--- src/rtl/collision_pkg.sv ---
// Shared types for the collision path: hit-edge code layout and controller states.
// Also used by the bitmap stages and the game controller.
package collision_pkg;

  // Hit-edge code bit order, MSB to LSB: {Left, Top, Right, Bottom}
  typedef logic [3:0] edge_code_t;

  localparam int EDGE_LEFT   = 3;
  localparam int EDGE_TOP    = 2;
  localparam int EDGE_RIGHT  = 1;
  localparam int EDGE_BOTTOM = 0;

  // SYNC: waiting for the first frame boundary after reset.
  // ACCUM: collecting per-pixel hits for the current frame.
  // REPORT: one-cycle pulse to the game logic.
  typedef enum logic [1:0] {
    SYNC   = 2'd0,
    ACCUM  = 2'd1,
    REPORT = 2'd2
  } coll_state_t;

endpackage

--- src/rtl/frame_hit_accumulator.sv ---
// Per-frame hit accumulators: edge OR, saturating hit counter, sticky border flag.
// hold_clear_i forces everything to zero. load_i marks the first pixel of a new
// frame: the accumulators restart from that pixel's own contribution rather than
// from zero, so a hit coinciding with the frame boundary is not lost.
module frame_hit_accumulator
  import collision_pkg::*;
#(
  parameter int COUNT_W = 8
) (
  input  logic               clk,
  input  logic               resetN,
  input  logic               hold_clear_i,
  input  logic               load_i,
  input  logic               level_hit_i,
  input  logic               border_hit_i,
  input  edge_code_t         edge_i,
  output edge_code_t         acc_edges_o,
  output logic [COUNT_W-1:0] acc_count_o,
  output logic               acc_border_o
);

  localparam logic [COUNT_W-1:0] ONE = COUNT_W'(1);

  edge_code_t         edges_q, edges_d;
  logic [COUNT_W-1:0] count_q, count_d;
  logic               border_q, border_d;

  // Next accumulator values: clear, restart on frame boundary, or accumulate.
  always_comb begin
    edges_d  = edges_q;
    count_d  = count_q;
    border_d = border_q;
    if (hold_clear_i) begin
      edges_d  = '0;
      count_d  = '0;
      border_d = 1'b0;
    end else if (load_i) begin
      edges_d  = level_hit_i ? edge_i : '0;
      count_d  = level_hit_i ? ONE : '0;
      border_d = border_hit_i;
    end else begin
      if (level_hit_i) begin
        edges_d = edges_q | edge_i;
        // Saturate at all-ones rather than wrap.
        if (count_q != '1) count_d = count_q + ONE;
      end
      if (border_hit_i) border_d = 1'b1;
    end
  end

  // Accumulator registers with asynchronous active-low reset.
  always_ff @(posedge clk or negedge resetN) begin
    if (!resetN) begin
      edges_q  <= '0;
      count_q  <= '0;
      border_q <= 1'b0;
    end else begin
      edges_q  <= edges_d;
      count_q  <= count_d;
      border_q <= border_d;
    end
  end

  assign acc_edges_o  = edges_q;
  assign acc_count_o  = count_q;
  assign acc_border_o = border_q;

endmodule

--- src/rtl/level_collision_ctrl.sv ---
// Frame-based collision controller: detects player/level and player/border
// overlap per pixel, accumulates over a frame, and reports once per frame at
// the next startOfFrame. There is no backpressure: the consumer samples the
// report outputs on the cycle collisionPulse is high; they then hold until the
// next startOfFrame.
module level_collision_ctrl
  import collision_pkg::*;
#(
  parameter int COUNT_W    = 8,
  parameter int MIN_PIXELS = 1
) (
  input  logic               clk,
  input  logic               resetN,
  input  logic               startOfFrame,
  input  logic               enable,
  input  logic               playerDR,
  input  logic               levelDR,
  input  edge_code_t         levelHitEdge,
  input  logic               borderDR,
  output logic               collisionPulse,
  output edge_code_t         collisionEdges,
  output logic               borderHit,
  output logic [COUNT_W-1:0] collisionCount
);

  localparam logic [COUNT_W-1:0] MIN_CNT = COUNT_W'(MIN_PIXELS);

  coll_state_t        state_q, state_d;
  logic               level_hit, border_hit, hold_clear, report_ok;
  edge_code_t         acc_edges;
  logic [COUNT_W-1:0] acc_count;
  logic               acc_border;
  edge_code_t         edges_q;
  logic [COUNT_W-1:0] count_q;
  logic               border_q;

  // enable only masks pixels; frame boundaries are always honoured.
  assign level_hit  = playerDR & levelDR & enable;
  assign border_hit = playerDR & borderDR & enable;
  // Accumulators stay at zero until the first frame boundary arms the block.
  assign hold_clear = (state_q == SYNC) & ~startOfFrame;
  assign report_ok  = (acc_count >= MIN_CNT);

  frame_hit_accumulator #(
    .COUNT_W (COUNT_W)
  ) u_acc (
    .clk          (clk),
    .resetN       (resetN),
    .hold_clear_i (hold_clear),
    .load_i       (startOfFrame),
    .level_hit_i  (level_hit),
    .border_hit_i (border_hit),
    .edge_i       (levelHitEdge),
    .acc_edges_o  (acc_edges),
    .acc_count_o  (acc_count),
    .acc_border_o (acc_border)
  );

  // State register.
  always_ff @(posedge clk or negedge resetN) begin
    if (!resetN) state_q <= SYNC;
    else         state_q <= state_d;
  end

  // Next-state logic; a frame boundary during REPORT keeps the pulse going.
  always_comb begin
    state_d = state_q;
    case (state_q)
      SYNC:    if (startOfFrame) state_d = ACCUM;
      ACCUM:   if (startOfFrame && report_ok) state_d = REPORT;
      REPORT:  state_d = startOfFrame ? REPORT : ACCUM;
      default: state_d = SYNC;
    endcase
  end

  // FSM output: the pulse is exactly the REPORT state.
  always_comb begin
    collisionPulse = (state_q == REPORT);
  end

  // Report registers, updated only on frame boundaries once armed.
  always_ff @(posedge clk or negedge resetN) begin
    if (!resetN) begin
      edges_q  <= '0;
      count_q  <= '0;
      border_q <= 1'b0;
    end else if (startOfFrame && state_q != SYNC) begin
      if (state_q == REPORT || report_ok) begin
        edges_q  <= acc_edges;
        count_q  <= acc_count;
        border_q <= acc_border;
      end else begin
        // Too few level hits: still report the border result.
        edges_q  <= '0;
        count_q  <= '0;
        border_q <= acc_border;
      end
    end
  end

  assign collisionEdges = edges_q;
  assign collisionCount = count_q;
  assign borderHit      = border_q;

endmodule

--- config.mk ---
export PLATFORM = sky130hd
export DESIGN_NAME = level_collision_ctrl
export DESIGN_NICKNAME = d
export VERILOG_FILES = /design/src/rtl/collision_pkg.sv /design/src/rtl/frame_hit_accumulator.sv /design/src/rtl/level_collision_ctrl.sv
export SDC_FILE = /design/constraint.sdc
export NUM_CORES = 1
export LEC_CHECK = 0
export BUFFER_PORTS_ARGS = -buffer_cell sky130_fd_sc_hd__buf_2
export CAP_MARGIN = 20
export CORE_MARGIN = 2
export CORE_UTILIZATION = 41
export CTS_CLUSTER_SIZE = 16
export DETAILED_ROUTE_END_ITERATION = 8
export GPL_ROUTABILITY_DRIVEN = 0
export SYNTH_ARGS = -nofsm -noshare
export SYNTH_HDL_FRONTEND = slang
export SYNTH_SLANG_ARGS = --single-unit
export TNS_END_PERCENT = 10
--- constraint.sdc ---
create_clock -name clk -period 2.19 [get_ports clk]
set_clock_uncertainty 0.2 [all_clocks]
set_input_delay 0.1095 -clock clk [delete_from_list [all_inputs] [get_ports clk]]
set_output_delay 0.1095 -clock clk [all_outputs]
set_load 0.05 [all_outputs]
Word level (Yosys, flattened, before mapping) --
Cells that the tools add are included.
Storage, ports and cells: register bits after elaboration 28, input port bits 11, output and inout bits 14, word-level logic and storage cells 49
Cells by class: add/subtract/negate cells 1, magnitude comparators 1, equality and inequality tests 5, muxes and demuxes 18, bitwise gates (word level) 7, reduce and logical (&&, ||, !) cells 10
Operators with widths (number):
- $mux W8 | 5
- $mux W4 | 5
- $reduce_bool A3 Y1 | 3
- $add A8 B1 Y8 const B | 1
- $ge A8 B1 Y1 const B | 1
- $ne A8 B8 Y1 const B | 1
- $mux W2 | 3
- $pmux W2 S3 | 1
- $and A1 B1 Y1 | 5
- $mux W1 | 4
- $ne A2 B2 Y1 const B | 2
- $or A4 B4 Y4 | 1
- $reduce_and A2 Y1 | 2
- $eq A2 B1 Y1 const B | 1
- $eq A2 B2 Y1 const B | 1
- $logic_and A1 B1 Y1 | 2
- $logic_not A2 Y1 | 1
- $reduce_bool A2 Y1 | 1
- $logic_or A1 B1 Y1 | 1
- $not A1 Y1 | 1

Logic depth before layout (Yosys ltp) --
depth in word-level cells 5, gate-level depth with buffers 6, depth with buffers taken out 6

By module --
A second synthesis with hierarchy kept.
Second synthesis, totals: cells, all modules 119, area total of the unflattened synthesis 1343.8 um2
By module, submodules not included:
- frame_hit_accumulator | instances 1, cells each 70, area an instance 685.7 um2, seq. area each 325.3 um2
- level_collision_ctrl | instances 1, cells each 49, area an instance 658.1 um2, seq. area each 375.4 um2

Least setup slack after synthesis --
OpenSTA, ideal clock, no wires.
path kind reg-to-reg, from reg state_q[0], to reg state_q[1], setup time 0.074 ns, arrival 1.576 ns, data required time 1.916 ns, path slack 0.340 ns, stages on the path, launching flop included 5, path buffers 1, clock period less this slack 1.850 ns, cells stage by stage dfrtp_1 clkdlybuf4s15_1 nor2b_1 nor2_1 nor2_1
Between the ends: elaborated cells between the ends (all ways) 7
RTL lines:
- from (decl) | line level_collision_ctrl.sv:28 | coll_state_t state_q, state_d;
- from (signal assigned) | line level_collision_ctrl.sv:62 | else state_q <= state_d;
- $eq A2 B2 Y1
- via collisionPulse | line level_collision_ctrl.sv:20 | output logic collisionPulse,
- $pmux W2 S3 | line level_collision_ctrl.sv:68 | case (state_q)
The timed path passes the listed nets, and every way through them passes these cells. A chain may end at the register's enable or synchronous reset.

Final worst setup path --
from reg state_q[0], to reg u_acc.edges_q[2], in the netlist u_acc.acc_edges_o[2]
Between the ends: longest elaborated chain between the ends 3, elaborated cells between the ends (all ways) 4
Ends and longest elaborated chain:
- $logic_not A2 Y1 * | line level_collision_ctrl.sv:41 | assign hold_clear = (state_q == SYNC) & ~startOfFrame;
- $and A1 B1 Y1 * | line level_collision_ctrl.sv:41
- $reduce_bool A3 Y1 (no source line) / $mux W4 (equally long branches)
- to (signal assigned) | line frame_hit_accumulator.sv:58 | edges_q <= edges_d;
- to (decl) | line frame_hit_accumulator.sv:24 | edge_code_t edges_q, edges_d;
Every way passes the cells marked *; elsewhere a longest branch is shown, timed or not.

==> flow_summary.html <==
<table>
<tr><th>Metric</th><th>Value</th></tr>
<tr><th colspan="2">Run status</th></tr>
<tr><td>Result of the run</td><td>finished, final reports clean</td></tr>
<tr><th colspan="2">Floorplan</th></tr>
<tr><td>Number of I/O pins</td><td>25</td></tr>
<tr><td>Core Region</td><td>between 0.003 and 0.004 sq mm</td></tr>
<tr><td>Placement row count</td><td>20</td></tr>
<tr><td>Effective utilization at floorplan</td><td>a little over two fifths</td></tr>
<tr><td>Full die area</td><td>between 0.003 and 0.004 sq mm</td></tr>
<tr><td>Die Height</td><td>roughly 60 um</td></tr>
<tr><td>Die outline width</td><td>between 60 and 70 um</td></tr>
<tr><th colspan="2">CTS</th></tr>
<tr><td>Number of sinks driven by the clock tree</td><td>28</td></tr>
<tr><td>Clock-pin transition on the worst setup and hold timing paths</td><td>between 0.1 and 0.15 ns</td></tr>
<tr><td>CTS Buffer Depth</td><td>2</td></tr>
<tr><td>Cts bufs inserted</td><td>3</td></tr>
<tr><td># H-tree levels</td><td>1</td></tr>
<tr><td>Root buf cell</td><td>clkbuf_4</td></tr>
<tr><td>Worst-Skew Late Latency</td><td>0.33 ns</td></tr>
<tr><td>Cts repair resizes</td><td>0</td></tr>
<tr><td>TritonCTS clock tree</td><td>built</td></tr>
<tr><th colspan="2">Cells and area</th></tr>
<tr><td>Area growth from synthesis to final layout</td><td>23.5%</td></tr>
<tr><td>Fill count</td><td>between 200 and 300</td></tr>
<tr><td>Fraction of layout instances using a drive strength above 1</td><td>18.4%</td></tr>
<tr><td>Antenna diode count</td><td>0</td></tr>
<tr><td>Number of nets in the finished design</td><td>roughly 190</td></tr>
<tr><th colspan="2">Synthesis</th></tr>
<tr><td>Predominant post-synthesis flop cell</td><td>dfrtp_1</td></tr>
<tr><td>Count of state elements after synthesis</td><td>28</td></tr>
<tr><td>Portion of the post-synthesis area used by sequential elements</td><td>between 50% and 60%</td></tr>
<tr><td>Number of warnings reported in the yosys synthesis log</td><td>0</td></tr>
<tr><td>Post-Syn Nets</td><td>around 150</td></tr>
<tr><td>Number of enable flip-flop cells after synthesis</td><td>0</td></tr>
<tr><td>Area of the mapped netlist</td><td>0.00129 sq mm</td></tr>
<tr><td>Fraction of registers with async set/reset</td><td>100%</td></tr>
<tr><td>Mean instance size in the synthesized netlist</td><td>about 9.4 sq um</td></tr>
<tr><td>Number of instances in the synthesized netlist</td><td>138</td></tr>
<tr><td>Unique cell type count in the Yosys netlist</td><td>36</td></tr>
<tr><th colspan="2">Placed design</th></tr>
<tr><td>Worst setup slack before clock tree synthesis</td><td>around 0.30 ns</td></tr>
<tr><td>HPWL Detailed</td><td>2020 um</td></tr>
<tr><td>Count of input and output buffers</td><td>24</td></tr>
<tr><th colspan="2">Route</th></tr>
<tr><td>Detail-routed net length per standard cell</td><td>between 10 and 15 um</td></tr>
<tr><td>DRT Pass-1 Iters</td><td>4</td></tr>
<tr><td>Vias per cell</td><td>about 5.1</td></tr>
<tr><td>Post-route ant nets</td><td>0</td></tr>
<tr><td>Total DRC errors in the routed layout</td><td>0</td></tr>
<tr><td>Total vias in the final route</td><td>~1,100</td></tr>
<tr><td>DRT Wirelength</td><td>2850 um</td></tr>
<tr><td>Initial DRC count</td><td>46</td></tr>
<tr><th colspan="2">Critical path</th></tr>
<tr><td>WP data required</td><td>~2.2 ns</td></tr>
<tr><td>Startpoint of the worst register-to-register path</td><td>state_q[0]$_DFFE_PN0P_</td></tr>
<tr><td>Highest net fanout along the worst path</td><td>8</td></tr>
<tr><td>Cells along the critical path</td><td>nor3_1, nor2_1, dlygate4sd3_1</td></tr>
<tr><td>CP Launch Point</td><td>state_q[0]$_DFFE_PN0P_</td></tr>
<tr><td>Kind of end point of the critical path</td><td>register</td></tr>
<tr><td>Combined buffer and inverter count along the critical path</td><td>1</td></tr>
<tr><td>Worst reg2reg setup slack</td><td>0.17 ns</td></tr>
<tr><td>Biggest cell delay along the critical path</td><td>roughly 0.60 ns</td></tr>
<tr><td>Arrival time worst endpoint</td><td>~2 ns</td></tr>
<tr><td>Top Family by Delay on Critical Path</td><td>simple AND/OR/NAND/NOR gates</td></tr>
<tr><td>Worst Setup Path Type</td><td>reg -&gt; reg</td></tr>
<tr><td>Kind of start point of the critical path</td><td>register</td></tr>
<tr><td>Crit path max-delay cell type</td><td>dlygate4sd3_1</td></tr>
<tr><th colspan="2">STA</th></tr>
<tr><td>Transition time of the tightest slew-check pin</td><td>a little under 0.6 ns</td></tr>
<tr><td>Final hold violation count</td><td>0</td></tr>
<tr><td>Crit path time final</td><td>between 2 and 2.5 ns</td></tr>
<tr><td>Part of the cycle the worst path needs</td><td>92.3%</td></tr>
<tr><td>Worst setup margin</td><td>~0.17 ns</td></tr>
<tr><td>Worst slew slack as a fraction of its limit</td><td>about three fifths</td></tr>
<tr><td>Final setup violating endpoints</td><td>0</td></tr>
<tr><td>Setup TNS</td><td>0 ns</td></tr>
<tr><td>RSZ-0062 raised after global routing</td><td>false</td></tr>
<tr><td>Hold Worst Slack</td><td>0.0990 ns</td></tr>
<tr><td>Final count of pins violating max slew</td><td>0</td></tr>
<tr><td>Maximum frequency from static timing analysis</td><td>0.495 GHz</td></tr>
<tr><th colspan="2">Global routing</th></tr>
<tr><td>Total global routing overflow</td><td>0</td></tr>
<tr><td>Initial antenna violation count</td><td>0</td></tr>
<tr><td>Number of global-route vias before repair</td><td>992</td></tr>
<tr><td>Global-route wire length before repair</td><td>4620 um</td></tr>
<tr><td>Pin count of the biggest net entering global routing</td><td>29</td></tr>
<tr><td>Global-route usage over all layers</td><td>roughly 18%</td></tr>
<tr><th colspan="2">Worst hold path</th></tr>
<tr><td>Min-delay worst type</td><td>in -&gt; async</td></tr>
<tr><th colspan="2">Pwr</th></tr>
<tr><td>Total leakage power</td><td>approximately 0.77 nW</td></tr>
<tr><td>Worst vdd rail ir drop</td><td>about 0.38 mV</td></tr>
<tr><td>Power density over cell area</td><td>757 mW/mm^2</td></tr>
<tr><th colspan="2">Run</th></tr>
<tr><td>Max-cap violations</td><td>0</td></tr>
</table>
-- cells in the mapped netlist, drive strengths merged (2+ instances only) --
cell type | count | area [sq um]
nor2 | 15 | 58.8
mux2i | 2 | 20.0
a21oi | 3 | 15.0
inv | 4 | 15.0
nand3 | 5 | 25.0
clkbuf | 2 | 7.51
a211oi | 3 | 22.5
dfrtp | 28 | 701
o31ai | 3 | 22.5
nand2 | 33 | 124
nor3 | 3 | 15.0
o21ai | 9 | 45.0
a22oi | 4 | 30.0
ha | 3 | 37.5
nor4 | 2 | 12.5
-- power breakdown --
group          leakage [nW]  switching [mW]  total (mW)  internal [mW]
sequential            0.383          0.0467       0.612          0.566
combinational         0.363           0.246       0.345         0.0989
clock                0.0210           0.150       0.252          0.102
-- sequential cells by signal, summed over array words and instances (netlist names) --
signal              cells
collisionCount          8
state_q                 2
u_acc.acc_border_o      1
borderHit               1
collisionEdges          4
u_acc.acc_count_o       8
u_acc.acc_edges_o       4
-- worst register-to-register path: cells and delay by family (launching register included) --
family / cells / cell delay, ns
DFF: 1 / 0.48
buffers and inverters: 1 / 0.60
and+or+nand+nor: 2 / 0.65
-- stage by stage --
stage | utilization [%] | instances | total power [mW] | instance area [sq um]
floorplan | - | 138 | 0.862 | 1290
global placement | 48.2 | 204 | 0.950 | 1460
detailed placement | 48.2 | 204 | 0.951 | 1460
CTS | 52.7 | 218 | 1.22 | 1600
global route | 52.7 | 218 | 1.29 | 1600
finish | 52.7 | 218 | 1.21 | 1600
-- kinds of logic after synthesis --
group | synth area share [%]
AOI/OAI and AO/OA | 13.1
muxes | 1.55
DFF | 54.2
buffers and inverters | 3.19
adders and majority gates | 2.90
and+or+nand+nor | 24.4
xor gates and xnor gates | 0.678
-- area by class of cell --
type | instances | area [sq um] | share of cell area, %
clock buffers | 4 | 36.3 | 2.27
inverters | 5 | 18.8 | 1.18
multi-input cells | 101 | 551 | 34.5
flip-flops and latches | 28 | 701 | 43.9
well taps | 44 | 55.1 | 3.45
repair buffers | 36 | 235 | 14.7
-- per-layer routing --
| metal | share of wire [%] | track usage [%] |
|---|---|---|
| met1 | 48 | 25.5 |
| met2 | 46 | 25.2 |
| met3 | 3.9 | 2.81 |
| met4 | 2.4 | 9.21 |
| met5 | 0 | 0 |
-- final timing paths --
kind,end,depth (start not counted)
worst max-delay path,u_acc.acc_edges_o[2]$_DFFE_PN0P_,3
worst min-delay path,collisionCount[0]$_DFFE_PN0P_,2
worst max register to register,u_acc.acc_edges_o[2]$_DFFE_PN0P_,3
worst min register to register,collisionCount[3]$_DFFE_PN0P_,2
max in group asynchronous,state_q[1]$_DFFE_PN0P_,2
min in group clk,u_acc.acc_count_o[7]$_DFFE_PN0P_,5
-- what timing repair did --
action,4_1_cts,5_1_grt
hold buffers,10,0
setup endpoints to repair,0,0
setup buffers,0,0
endpoints found under the hold margin,36,0
-- cell usage in the layout, fill, tap and decap left out, drive strengths merged, types with 2 or more instances in the layout --
cell / n
dfrtp: 28
o31ai: 3
o21ai: 9
mux2i: 2
clkbuf: 4
buf: 26
a22oi: 4
nand2: 33
ha: 3
a211oi: 3
dlygate4sd3: 10
nor3: 3
nand3: 5
nor2: 15
nor4: 2
inv: 4
a21oi: 3
No activity file was read; power rests on OpenSTA's default activity.
